<file path="src/rtl/id_ex_pipe_reg.sv">
// ID/EX pipeline register for the 5-stage RV32I core.
// Holds under a global stall, inserts bubbles for flushes and load-use hazards.
module id_ex_pipe_reg #(
  parameter int XLEN = 32
) (
  input  logic            clk,
  input  logic            rst_n,
  input  logic            stall,
  input  logic            flush,
  input  logic            id_valid,
  input  logic [XLEN-1:0] id_pc,
  input  logic [XLEN-1:0] id_rs1_data,
  input  logic [XLEN-1:0] id_rs2_data,
  input  logic [XLEN-1:0] id_imm,
  input  logic [4:0]      id_rs1,
  input  logic [4:0]      id_rs2,
  input  logic [4:0]      id_rd,
  input  logic            id_use_rs1,
  input  logic            id_use_rs2,
  input  logic [11:0]     id_ctrl,
  output logic            ex_valid,
  output logic [XLEN-1:0] ex_pc,
  output logic [XLEN-1:0] ex_rs1_data,
  output logic [XLEN-1:0] ex_rs2_data,
  output logic [XLEN-1:0] ex_imm,
  output logic [4:0]      ex_rs1,
  output logic [4:0]      ex_rs2,
  output logic [4:0]      ex_rd,
  output logic [11:0]     ex_ctrl,
  output logic            load_use_stall
);

  localparam int CTRL_MEMREAD = 1;

  logic            valid_q, valid_d;
  logic [XLEN-1:0] pc_q, pc_d;
  logic [XLEN-1:0] rs1_data_q, rs1_data_d;
  logic [XLEN-1:0] rs2_data_q, rs2_data_d;
  logic [XLEN-1:0] imm_q, imm_d;
  logic [4:0]      rs1_q, rs1_d;
  logic [4:0]      rs2_q, rs2_d;
  logic [4:0]      rd_q, rd_d;
  logic [11:0]     ctrl_q, ctrl_d;
  logic            flush_pending_q, flush_pending_d;

  logic rs1_hit, rs2_hit;

  // A flush remembered across a stall must also suppress the hazard compare.
  assign rs1_hit = id_use_rs1 && (id_rs1 == rd_q);
  assign rs2_hit = id_use_rs2 && (id_rs2 == rd_q);
  assign load_use_stall = valid_q && ctrl_q[CTRL_MEMREAD] && (rd_q != 5'd0) &&
                          (rs1_hit || rs2_hit) && id_valid &&
                          !flush && !flush_pending_q;

  always_comb begin
    valid_d         = valid_q;
    pc_d            = pc_q;
    rs1_data_d      = rs1_data_q;
    rs2_data_d      = rs2_data_q;
    imm_d           = imm_q;
    rs1_d           = rs1_q;
    rs2_d           = rs2_q;
    rd_d            = rd_q;
    ctrl_d          = ctrl_q;
    flush_pending_d = flush_pending_q;

    if (stall) begin
      if (flush) begin
        flush_pending_d = 1'b1;
      end
    end else if (flush || flush_pending_q || load_use_stall) begin
      valid_d         = 1'b0;
      pc_d            = '0;
      rs1_data_d      = '0;
      rs2_data_d      = '0;
      imm_d           = '0;
      rs1_d           = '0;
      rs2_d           = '0;
      rd_d            = '0;
      ctrl_d          = '0;
      flush_pending_d = 1'b0;
    end else begin
      valid_d    = id_valid;
      pc_d       = id_pc;
      rs1_data_d = id_rs1_data;
      rs2_data_d = id_rs2_data;
      imm_d      = id_imm;
      rs1_d      = id_rs1;
      rs2_d      = id_rs2;
      rd_d       = id_rd;
      ctrl_d     = id_valid ? id_ctrl : 12'd0;
    end
  end

  always_ff @(posedge clk or negedge rst_n) begin
    if (!rst_n) begin
      valid_q         <= 1'b0;
      pc_q            <= '0;
      rs1_data_q      <= '0;
      rs2_data_q      <= '0;
      imm_q           <= '0;
      rs1_q           <= '0;
      rs2_q           <= '0;
      rd_q            <= '0;
      ctrl_q          <= '0;
      flush_pending_q <= 1'b0;
    end else begin
      valid_q         <= valid_d;
      pc_q            <= pc_d;
      rs1_data_q      <= rs1_data_d;
      rs2_data_q      <= rs2_data_d;
      imm_q           <= imm_d;
      rs1_q           <= rs1_d;
      rs2_q           <= rs2_d;
      rd_q            <= rd_d;
      ctrl_q          <= ctrl_d;
      flush_pending_q <= flush_pending_d;
    end
  end

  assign ex_valid    = valid_q;
  assign ex_pc       = pc_q;
  assign ex_rs1_data = rs1_data_q;
  assign ex_rs2_data = rs2_data_q;
  assign ex_imm      = imm_q;
  assign ex_rs1      = rs1_q;
  assign ex_rs2      = rs2_q;
  assign ex_rd       = rd_q;
  assign ex_ctrl     = ctrl_q;

endmodule

</file>
<file path="config.mk">
export PLATFORM = sky130hd
export DESIGN_NAME = id_ex_pipe_reg
export DESIGN_NICKNAME = d
export VERILOG_FILES = /design/src/rtl/id_ex_pipe_reg.sv
export SDC_FILE = /design/constraint.sdc
export NUM_CORES = 1
export LEC_CHECK = 0
export ABC_AREA = 1
export CAP_MARGIN = 20
export CORE_MARGIN = 4
export CORE_UTILIZATION = 40
export CTS_CLUSTER_DIAMETER = 150
export DETAILED_ROUTE_END_ITERATION = 8
export PLACE_DENSITY = 0.82
export SYNTH_ARGS = -nofsm -noshare
export SYNTH_HDL_FRONTEND = slang
export SYNTH_SLANG_ARGS = --single-unit
export TNS_END_PERCENT = 30
</file>
<file path="constraint.sdc">
create_clock -name clk -period 1.9 [get_ports clk]
set_clock_uncertainty 0.2 [all_clocks]
set_input_delay 0.19 -clock clk [delete_from_list [all_inputs] [get_ports clk]]
set_output_delay 0.19 -clock clk [all_outputs]
set_load 0.01 [all_outputs]
</file>
==> flow_summary.yaml, run 1 <==
critical_path:
  path_cells: "inv_2 > buf_6 > nand4_1 > nand3b_1 > inv_2 > nand2_4 > inv_2 > buf_6"
  critical_path_depth: 8
  cp.arrival_ns: 1.57
  path_buf_inv: 5
  ff2ff_path_depth: 11
  crit-reg2reg-launch: "ex_rd[4]"
  crit_top_cell: "inv_2"
  crit_start: "ex_rd[4]"
  cp_max_fo: 4
  critical_path_class: "flip-flop to output port"
  cpLargestDelayFamily: "flip-flops"
  crit_path_max_incr_delay_ns: 0.43
  cp_slowest_cell: "dfrtp_1"
  start_kind: "flip-flop"
  crit_required_ns: 1.51
  cp-end-kind: "output port"
grt:
  grt_pass1_vias: 6169
  grt_first_pass_wirelength_mm: 33.64
  grt_start_max_net_pins: 80
  gr-usage-all-layers: 0.2172
  antenna_found_initial: 0
  grt.overflow.total: 0
clock_network:
  ctsRootBufferMaster: "clkbuf_16"
  h-tree-depth: 4
  cts_tree: "built"
  cts.sinks: 157
  cts_buffers: 17
  clkTransAtPathRegs_ns: 0.06
  insertion_delay_ns: 0.42
  clock_path_buffers: 2
floorplanning:
  fp-row-count: 47
  dieArea_sq_um: 19060
  die_h_um: 138.1
  core-area_sq_um: 16580
  initial_core_util: 0.4080
  die_w_um: 138.1
  io_pins: 319
route:
  drt_wl_total_mm: 21.26
  firstDrtPassIters: 6
  drc_errors: 0
  drt-initial-drc-count: 320
  via_per_inst: 4.776
  dr_total_vias: 6219
  antenna_left: 0
  post_drt_wl_per_cell_um: 16.33
layout:
  drive_gt1_frac: 0.1506
  instances_no_fill: 1302
  fin_nets: 1231
  antennaDiodeCount: 0
  fill_cells: 1301
  synthToLayoutAreaGrowth_pct: 63.72
  fin_area_sq_um: 11080
status:
  violations: "negative setup slack"
  status: "finished, violations left"
timing:
  worstMarginPinSlew_ns: 0.4993
  finalMaxSlewViolations: 0
  finalWorstPathRequiredPeriod_ns: 1.955
  fin_crit_sh: 1.029
  timing.final.ws_setup_ns: -0.05547
  rsz0062_at_grt: "yes"
  setup_viol: 9
  fmax_ghz: 0.5114
  timing.hold.ws_ns: 0.1021
  relSlewSlack: 0.6671
  hold_viol: 0
  setup_tns_ns: -0.1443
yosys:
  postSynthCellCount: 741
  syn_nets: 903
  synth_cell_type_count: 16
  avgSynthCellArea_sq_um: 9.132
  ys_warn_count: 0
  ys_ff_latch: 157
  yosysSeqAreaShare: 0.5806
  synthesis.area_sq_um: 6766
placement:
  placed_area_sq_um: 10310
  placed_cells: 1264
  routabilityCongestion: 0.8021
  hpwlAfterDp_mm: 15.04
  portBuffers: 318
flow_run:
  max_cap_viol_count: 0
pwr:
  p_leak_uw: 0.004987
  power_density_nw_per_um2: 819.8
  peakVddDrop_mv: 0.5803
hold_path:
  min-delay-path-class: "input port to async pin"
-- metrics by stage --
stage / setup WS (ns) / utilization / total power (uW)
6_report: -0.05547 / 0.6680 / 9082
5_1_grt: -0.1395 / 0.6680 / 9450
4_1_cts: -0.07446 / 0.6630 / 9136
3_5_place_dp: -0.3237 / 0.6218 / 5433
3_3_place_gp: -0.3258 / 0.6218 / 5405
2_1_floorplan: 0.2447 / - / 4367
-- placed cells by master, fill, tap and decap left out, types with 13 or more instances in the layout --
cell,n
buf_4,23
o21ai_0,53
nand4_1,13
nand2_1,338
dfrtp_1,155
o21ai_2,71
o21ai_1,19
clkdlybuf4s50_1,311
clkbuf_16,19
-- cell families (layout without fill, tap and decap cells) --
group / Yosys count / after routing / synth area share
compound gates: 143 / 143 / 0.1446
buf+inv: 68 / 407 / 0.05843
flops: 157 / 157 / 0.5806
simple gates: 373 / 375 / 0.2163
-- layer usage --
metal	GRT usage	up-vias	wire, um
met5	0	-	0
met4	0.08580	0	668
met3	0.06319	43	1511
met2	0.3607	250	10650
met1	0.2685	2900	8430
li1	-	3026	-
-- worst register-to-register path, stage by stage (launching register included) --
cell     delay [ns]
dfrtp_1        0.42
inv_2          0.08
nand2_2        0.08
nand2_2        0.06
nor2_2         0.07
nand3_1        0.10
nand2_2        0.13
nand2_4        0.07
buf_4          0.18
nand2_4        0.15
buf_12         0.19
o21ai_0        0.09
-- where the power goes --
group / total, uW / internal (uW) / switching [uW]
clock: 3670 / 2280 / 1390
combinational: 1700 / 940 / 757
sequential: 3710 / 3570 / 137
-- area by class of cell --
cell class	count	area, sq um	area share
Clock inverter	12	181.4	0.01638
Timing Repair Buffer	358	3680	0.3322
Inverter	17	66.31	0.005986
Tap cell	220	275.3	0.02485
Clock buffer	20	456.7	0.04122
Multi-Input combinational cell	518	2487	0.2245
Sequential cell	157	3931	0.3549
-- Yosys cell counts, drive strengths merged --
library cell  instances  share of area
nand3b                1         0.0011
nand3                 4         0.0030
buf                  17          0.030
nand2               343           0.19
nand4                13          0.012
o21ai               143           0.14
dfrtp               157           0.58
nor2                 12         0.0078
inv                  17         0.0094
clkbuf               34          0.019
-- path summary, 6_finish.rpt --
kind	end	slack (ns)
worst min-delay path	ex_rs2_data[1]	0.10
min in group clk	ex_rd[3]	0.13
worst max-delay path	load_use_stall	-0.06
worst max register to register	ex_pc[6]	-0.02
worst min register to register	ex_pc[22]	0.28
max in group asynchronous	ex_rs2[2]	0.76
-- repair_timing --
action | 4_1_cts | 5_1_grt
setup buffers | 0 | 0
hold buffers | 2 | 0
hold endpoints to repair | 165 | 0
cloned | 1 | 3
gates resized for setup | 26 | 17
setup endpoints to repair | 145 | 143
pin swaps | 3 | 7
-- state kept, by name, summed over array words and instances, names as in the netlist --
signal / flops
ex_imm: 32
ex_rs2_data: 32
ex_rd: 5
ex_rs2: 5
ex_valid: 1
ex_rs1: 5
ex_ctrl: 12
flush_pending_q: 1
ex_pc: 32
ex_rs1_data: 32
(Power assumes the default switching activity.)
==> run 2, diff against run 1 <==
==> constraint.sdc (replaced) <==
create_clock -name clk -period 2.2 [get_ports clk]
set_clock_uncertainty 0.2 [all_clocks]
set_input_delay 0.22 -clock clk [delete_from_list [all_inputs] [get_ports clk]]
set_output_delay 0.22 -clock clk [all_outputs]
set_load 0.01 [all_outputs]
==> run 2 against run 1 <==
The run now ends clean. Worst setup slack improved by 0.17 ns. First-iteration DRC count rose by 14%. Design area fell by 1.8%. Utilization fell by 1.2 points. Sequential power fell by 14%. Non-clock buffer count fell by 13. Register-to-register slack improved by 0.30 ns. Largest power group unchanged.
==> flow_summary.yaml, run 2 (synthesized netlist as in run 1, its figures left out) <==
critical_path:
  cp_max_fo: 5
  critical_path_class: "flip-flop to output port"
  cp-end-kind: "output port"
  r2r_slack_ns: 0.28
  cp.arrival_ns: 1.67
  start_kind: "flip-flop"
  crit_required_ns: 1.78
floorplanning:
  die_w_um: 138.1
  dieArea_sq_um: 19060
  die_h_um: 138.1
  fp-row-count: 47
  core-area_sq_um: 16580
  io_pins: 319
  initial_core_util: 0.4080
clock_network:
  cts_tree: "built"
  clock_path_buffers: 2
  cts_buffers: 17
  h-tree-depth: 4
  ctsRootBufferMaster: "clkbuf_16"
  clkTransAtPathRegs_ns: 0.07
  insertion_delay_ns: 0.42
  cts.sinks: 157
timing:
  finalMaxSlewViolations: 0
  worstMarginPinSlew_ns: 0.5520
  fin_crit_sh: 0.9497
  setup_tns_ns: 0
  fmax_ghz: 0.4786
  finalWorstPathRequiredPeriod_ns: 2.089
  hold_viol: 0
  rsz0062_at_grt: "no"
  setup_viol: 0
  relSlewSlack: 0.6320
  timing.hold.ws_ns: 0.1379
hold_path:
  min-delay-path-class: "input port to async pin"
route:
  antenna_left: 0
  dr_total_vias: 6141
  drt_wl_total_mm: 20.27
  firstDrtPassIters: 5
  post_drt_wl_per_cell_um: 15.76
  drc_errors: 0
  via_per_inst: 4.775
  drt-initial-drc-count: 364
layout:
  synthToLayoutAreaGrowth_pct: 60.72
  final_cell_mix: "340 x nand2_1, 315 x clkdlybuf4s50_1, 154 x dfrtp_1"
  drive_gt1_frac: 0.1304
  fin_nets: 1216
  antennaDiodeCount: 0
  fin_area_sq_um: 10880
  mostFrequentLayoutCell: "nand2_1"
  instances_no_fill: 1286
placement:
  hpwlAfterDp_mm: 14.42
  routabilityCongestion: 0.8255
  portBuffers: 318
  placed_cells: 1251
  placed_area_sq_um: 10210
flow_run:
  max_cap_viol_count: 0
grt:
  grt_start_max_net_pins: 80
  grt_first_pass_wirelength_mm: 32.39
  grt.overflow.total: 0
  grt_pass1_vias: 6094
  antenna_found_initial: 0
  gr-usage-all-layers: 0.2082
pwr:
  p_leak_uw: 0.004856
  total_power_uw: 7728
  peakVddDrop_mv: 0.4947
  power_density_nw_per_um2: 710.6
status:
  status: "finished clean"
-- run 2: where the power goes --
group	switching, uW	internal [uW]	total (uW)
Combinational	628	777	1400
Clock	1210	1910	3120
Sequential	116	3090	3200
Total	1950	5770	7730
-- run 2: final timing paths --
check / end / cells after the start / startpoint
max: load_use_stall / 9 / ex_rd[3]
min: ex_rs2_data[3] / 2 / rst_n
max reg2reg: ex_imm[3] / 11 / ex_rd[3]
min reg2reg: ex_ctrl[0] / 2 / ex_ctrl[0]
max in group asynchronous: ex_imm[19] / 3 / rst_n
min in group clk: ex_rs1_data[18] / 3 / id_rs1_data[18]
-- run 2: repair_timing --
action,in CTS,in global routing
hold buffers,2,0
hold endpoints to repair,118,0
setup buffers,1,1
gates cloned,0,0
gates resized for setup,4,2
setup endpoints to repair,1,1
-- run 2: worst max-delay path: stages (launching register included) --
cell             delay (ns)
dfrtp_2                0.42
inv_2                  0.07
nand2_1                0.06
nand2_1                0.05
nor2_1                 0.11
nand3_1                0.10
nand2_2                0.10
nand2_4                0.06
inv_1                  0.05
clkdlybuf4s15_1        0.22
-- run 2: final cells by class --
cell class | count | area (sq um)
multi-input combinational | 516 | 2454
tap | 220 | 275.3
sequential | 157 | 3933
timing repair buffer | 345 | 3527
clock inverter | 12 | 187.7
clock buffer | 19 | 432.9
fill | 1348 | 5708
inverter | 17 | 66.31
-- run 2: per-stage QoR --
| step | utilization | setup slack [ns] |
|---|---|---|
| final | 0.6558 | 0.1107 |
| after global routing | 0.6558 | 0.008271 |
| after global placement | 0.6159 | -0.1014 |
| after detailed placement | 0.6159 | -0.1126 |
| after floorplan | - | 0.5147 |
| after CTS | 0.6552 | 0.06058 |
-- run 2: per-layer routing --
metal,wire length [um],share of wire,up-vias,global-route usage
met5,0,0,-,0
met4,452,0.022,0,0.07748
met3,1376,0.068,29,0.05698
met2,10220,0.50,222,0.3482
met1,8220,0.41,2904,0.2597
li1,-,-,2986,-
==> run 3, diff against run 2 <==
--- a/config.mk
+++ b/config.mk
@@ -11,6 +11,7 @@
 export CORE_UTILIZATION = 40
 export CTS_CLUSTER_DIAMETER = 150
 export DETAILED_ROUTE_END_ITERATION = 8
+export HOLD_SLACK_MARGIN = 0.15
 export PLACE_DENSITY = 0.82
 export SYNTH_ARGS = -nofsm -noshare
 export SYNTH_HDL_FRONTEND = slang
==> run 3 against run 2 <==
Non-clock buffer count grew 6. Critical endpoint unchanged. Count of clock-buffer cells in the layout did not move. Sequential share of layout area is 0.20 points lower. Cell count increased by 0.47%. Routed wire length up 0.50%. Hold slack improved by 0.0022 ns. Critical path depth is the same. Worst setup slack better by 0.00086 ns. Sequential cell count did not move. Via count is 0.16% higher. Global-route usage rose by 0.070 points.
==> flow_summary.yaml, run 3 (synthesized netlist as in run 1, its figures left out) <==
floorplanning:
  fp-row-count: 47
  die_w_um: 138.1
  die_h_um: 138.1
  core-area_sq_um: 16580
  initial_core_util: 0.4080
  io_pins: 319
  dieArea_sq_um: 19060
placement:
  portBuffers: 318
  routabilityCongestion: 0.8255
  placed_cells: 1251
  hpwlAfterDp_mm: 14.42
timing:
  setup_tns_ns: 0
  worstMarginPinSlew_ns: 0.5519
  finalWorstPathRequiredPeriod_ns: 2.088
  rsz0062_at_grt: "no"
  fin_crit_sh: 0.9493
  finalMaxSlewViolations: 0
  fmax_ghz: 0.4788
  hold_viol: 0
  setup_viol: 0
  relSlewSlack: 0.6321
clock_network:
  h-tree-depth: 4
  ctsRootBufferMaster: "clkbuf_16"
  clock_path_buffers: 2
  cts_tree: "built"
  cts_buffers: 17
  cts.sinks: 157
  clkTransAtPathRegs_ns: 0.07
  insertion_delay_ns: 0.42
pwr:
  internal_power_uw: 5781
  peakVddDrop_mv: 0.4928
  switchingPower_uw: 1955
  power_density_nw_per_um2: 707.5
  p_leak_uw: 0.004881
  swShare: 0.2528
  p_comb_frac: 0.183
  seqPwrFrac: 0.414
  clkPwrFrac: 0.403
critical_path:
  cp_max_fo: 5
  cp_slowest_cell: "dfrtp_2"
  cp.arrival_ns: 1.67
  crit_required_ns: 1.78
  cpLargestDelayFamily: "simple AND/OR/NAND/NOR gates"
  path_buf_inv: 3
  start_kind: "flip-flop"
  critical_path_class: "flip-flop to output port"
  cp-end-kind: "output port"
  crit_path_max_incr_delay_ns: 0.42
  crit_top_cell: "nand2_1"
  path_cells: "inv_2 > nand2_1 > nand2_1 > nor2_1 > nand3_1 > nand2_2 > nand2_4 > inv_1 > clkdlybuf4s15_1"
route:
  post_drt_wl_per_cell_um: 15.77
  drt_wl_total_mm: 20.37
  drt-initial-drc-count: 407
  dr_total_vias: 6151
  antenna_left: 0
  firstDrtPassIters: 4
  via_per_inst: 4.761
  drc_errors: 0
layout:
  antennaDiodeCount: 0
  instances_no_fill: 1292
  drive_gt1_frac: 0.1297
  fin_nets: 1222
  final_cell_mix: "340 x nand2_1, 315 x clkdlybuf4s50_1, 154 x dfrtp_1"
  synthToLayoutAreaGrowth_pct: 61.61
  mostFrequentLayoutCell: "nand2_1"
grt:
  gr-usage-all-layers: 0.2089
  grt_first_pass_wirelength_mm: 32.49
  antenna_found_initial: 0
  grt_pass1_vias: 6121
  grt_start_max_net_pins: 80
  grt.overflow.total: 0
flow_run:
  max_cap_viol_count: 0
status:
  status: "finished clean"
hold_path:
  min-delay-path-class: "input port to async pin"
-- run 3: cell types whose count changed in the layout (fill, tap and decap cells not counted) --
cell,change
dlygate4sd3_1,+6
-- run 3: path summary, 6_finish.rpt --
kind,from,endpoint,slack (ns),cells past startpoint
min,rst_n,ex_imm[26],0.14,2
max in group asynchronous,rst_n,ex_imm[19],1.01,3
min in group clk,id_rs1_data[28],ex_rs1_data[28],0.16,3
min reg2reg,ex_rs1_data[13],ex_rs1_data[13],0.28,2
max,ex_rd[3],load_use_stall,0.11,9
max reg2reg,ex_rd[3],ex_imm[3],0.28,11
-- run 3: through the flow --
step / cell area [sq um] / utilization / worst slack (ns) / power, uW / hold WS (ns)
after global routing: 10940 / 0.6594 / 0.008271 / 8056 / 0.1544
after floorplan: 6766 / - / 0.5147 / 3772 / -0.2756
after detailed placement: 10210 / 0.6159 / -0.1126 / 4664 / 0.03256
after global placement: 10210 / 0.6159 / -0.1014 / 4643 / 0.03735
final: 10940 / 0.6594 / 0.1116 / 7736 / 0.1401
after CTS: 10930 / 0.6588 / 0.06058 / 7808 / 0.1505
-- run 3: routing by layer --
layer	vias up	routed length, um	GRT usage
met5	-	0	0
met4	0	468	0.07748
met3	28	1327	0.05663
met2	229	10180	0.3489
met1	2895	8398	0.2614
li1	2999	-	-
-- run 3: what timing repair did --
action | CTS | global route
endpoints found under the hold margin | 169 | 0
buffers inserted | 1 | 1
gates resized for setup | 4 | 2
setup endpoints to repair | 1 | 1
hold buffers | 8 | 0
-- run 3: cell type report --
class                      instances  area [sq um]
inverter                          17         66.31
fill                            1340          5648
timing repair buffer             351          3587
clock inverter                    12         187.7
clock buffer                      19         432.9
sequential                       157          3933
tap                              220         275.3
multi-input combinational        516          2454
-- run 3: power groups by stage --
stage	logic (uW)	clock network, uW	registers (uW)
finish	1420	3120	3200
global placement	1400	0	3250
CTS	1430	3170	3200
global route	1530	3300	3230
detailed placement	1410	0	3250
floorplan	431	0	3340
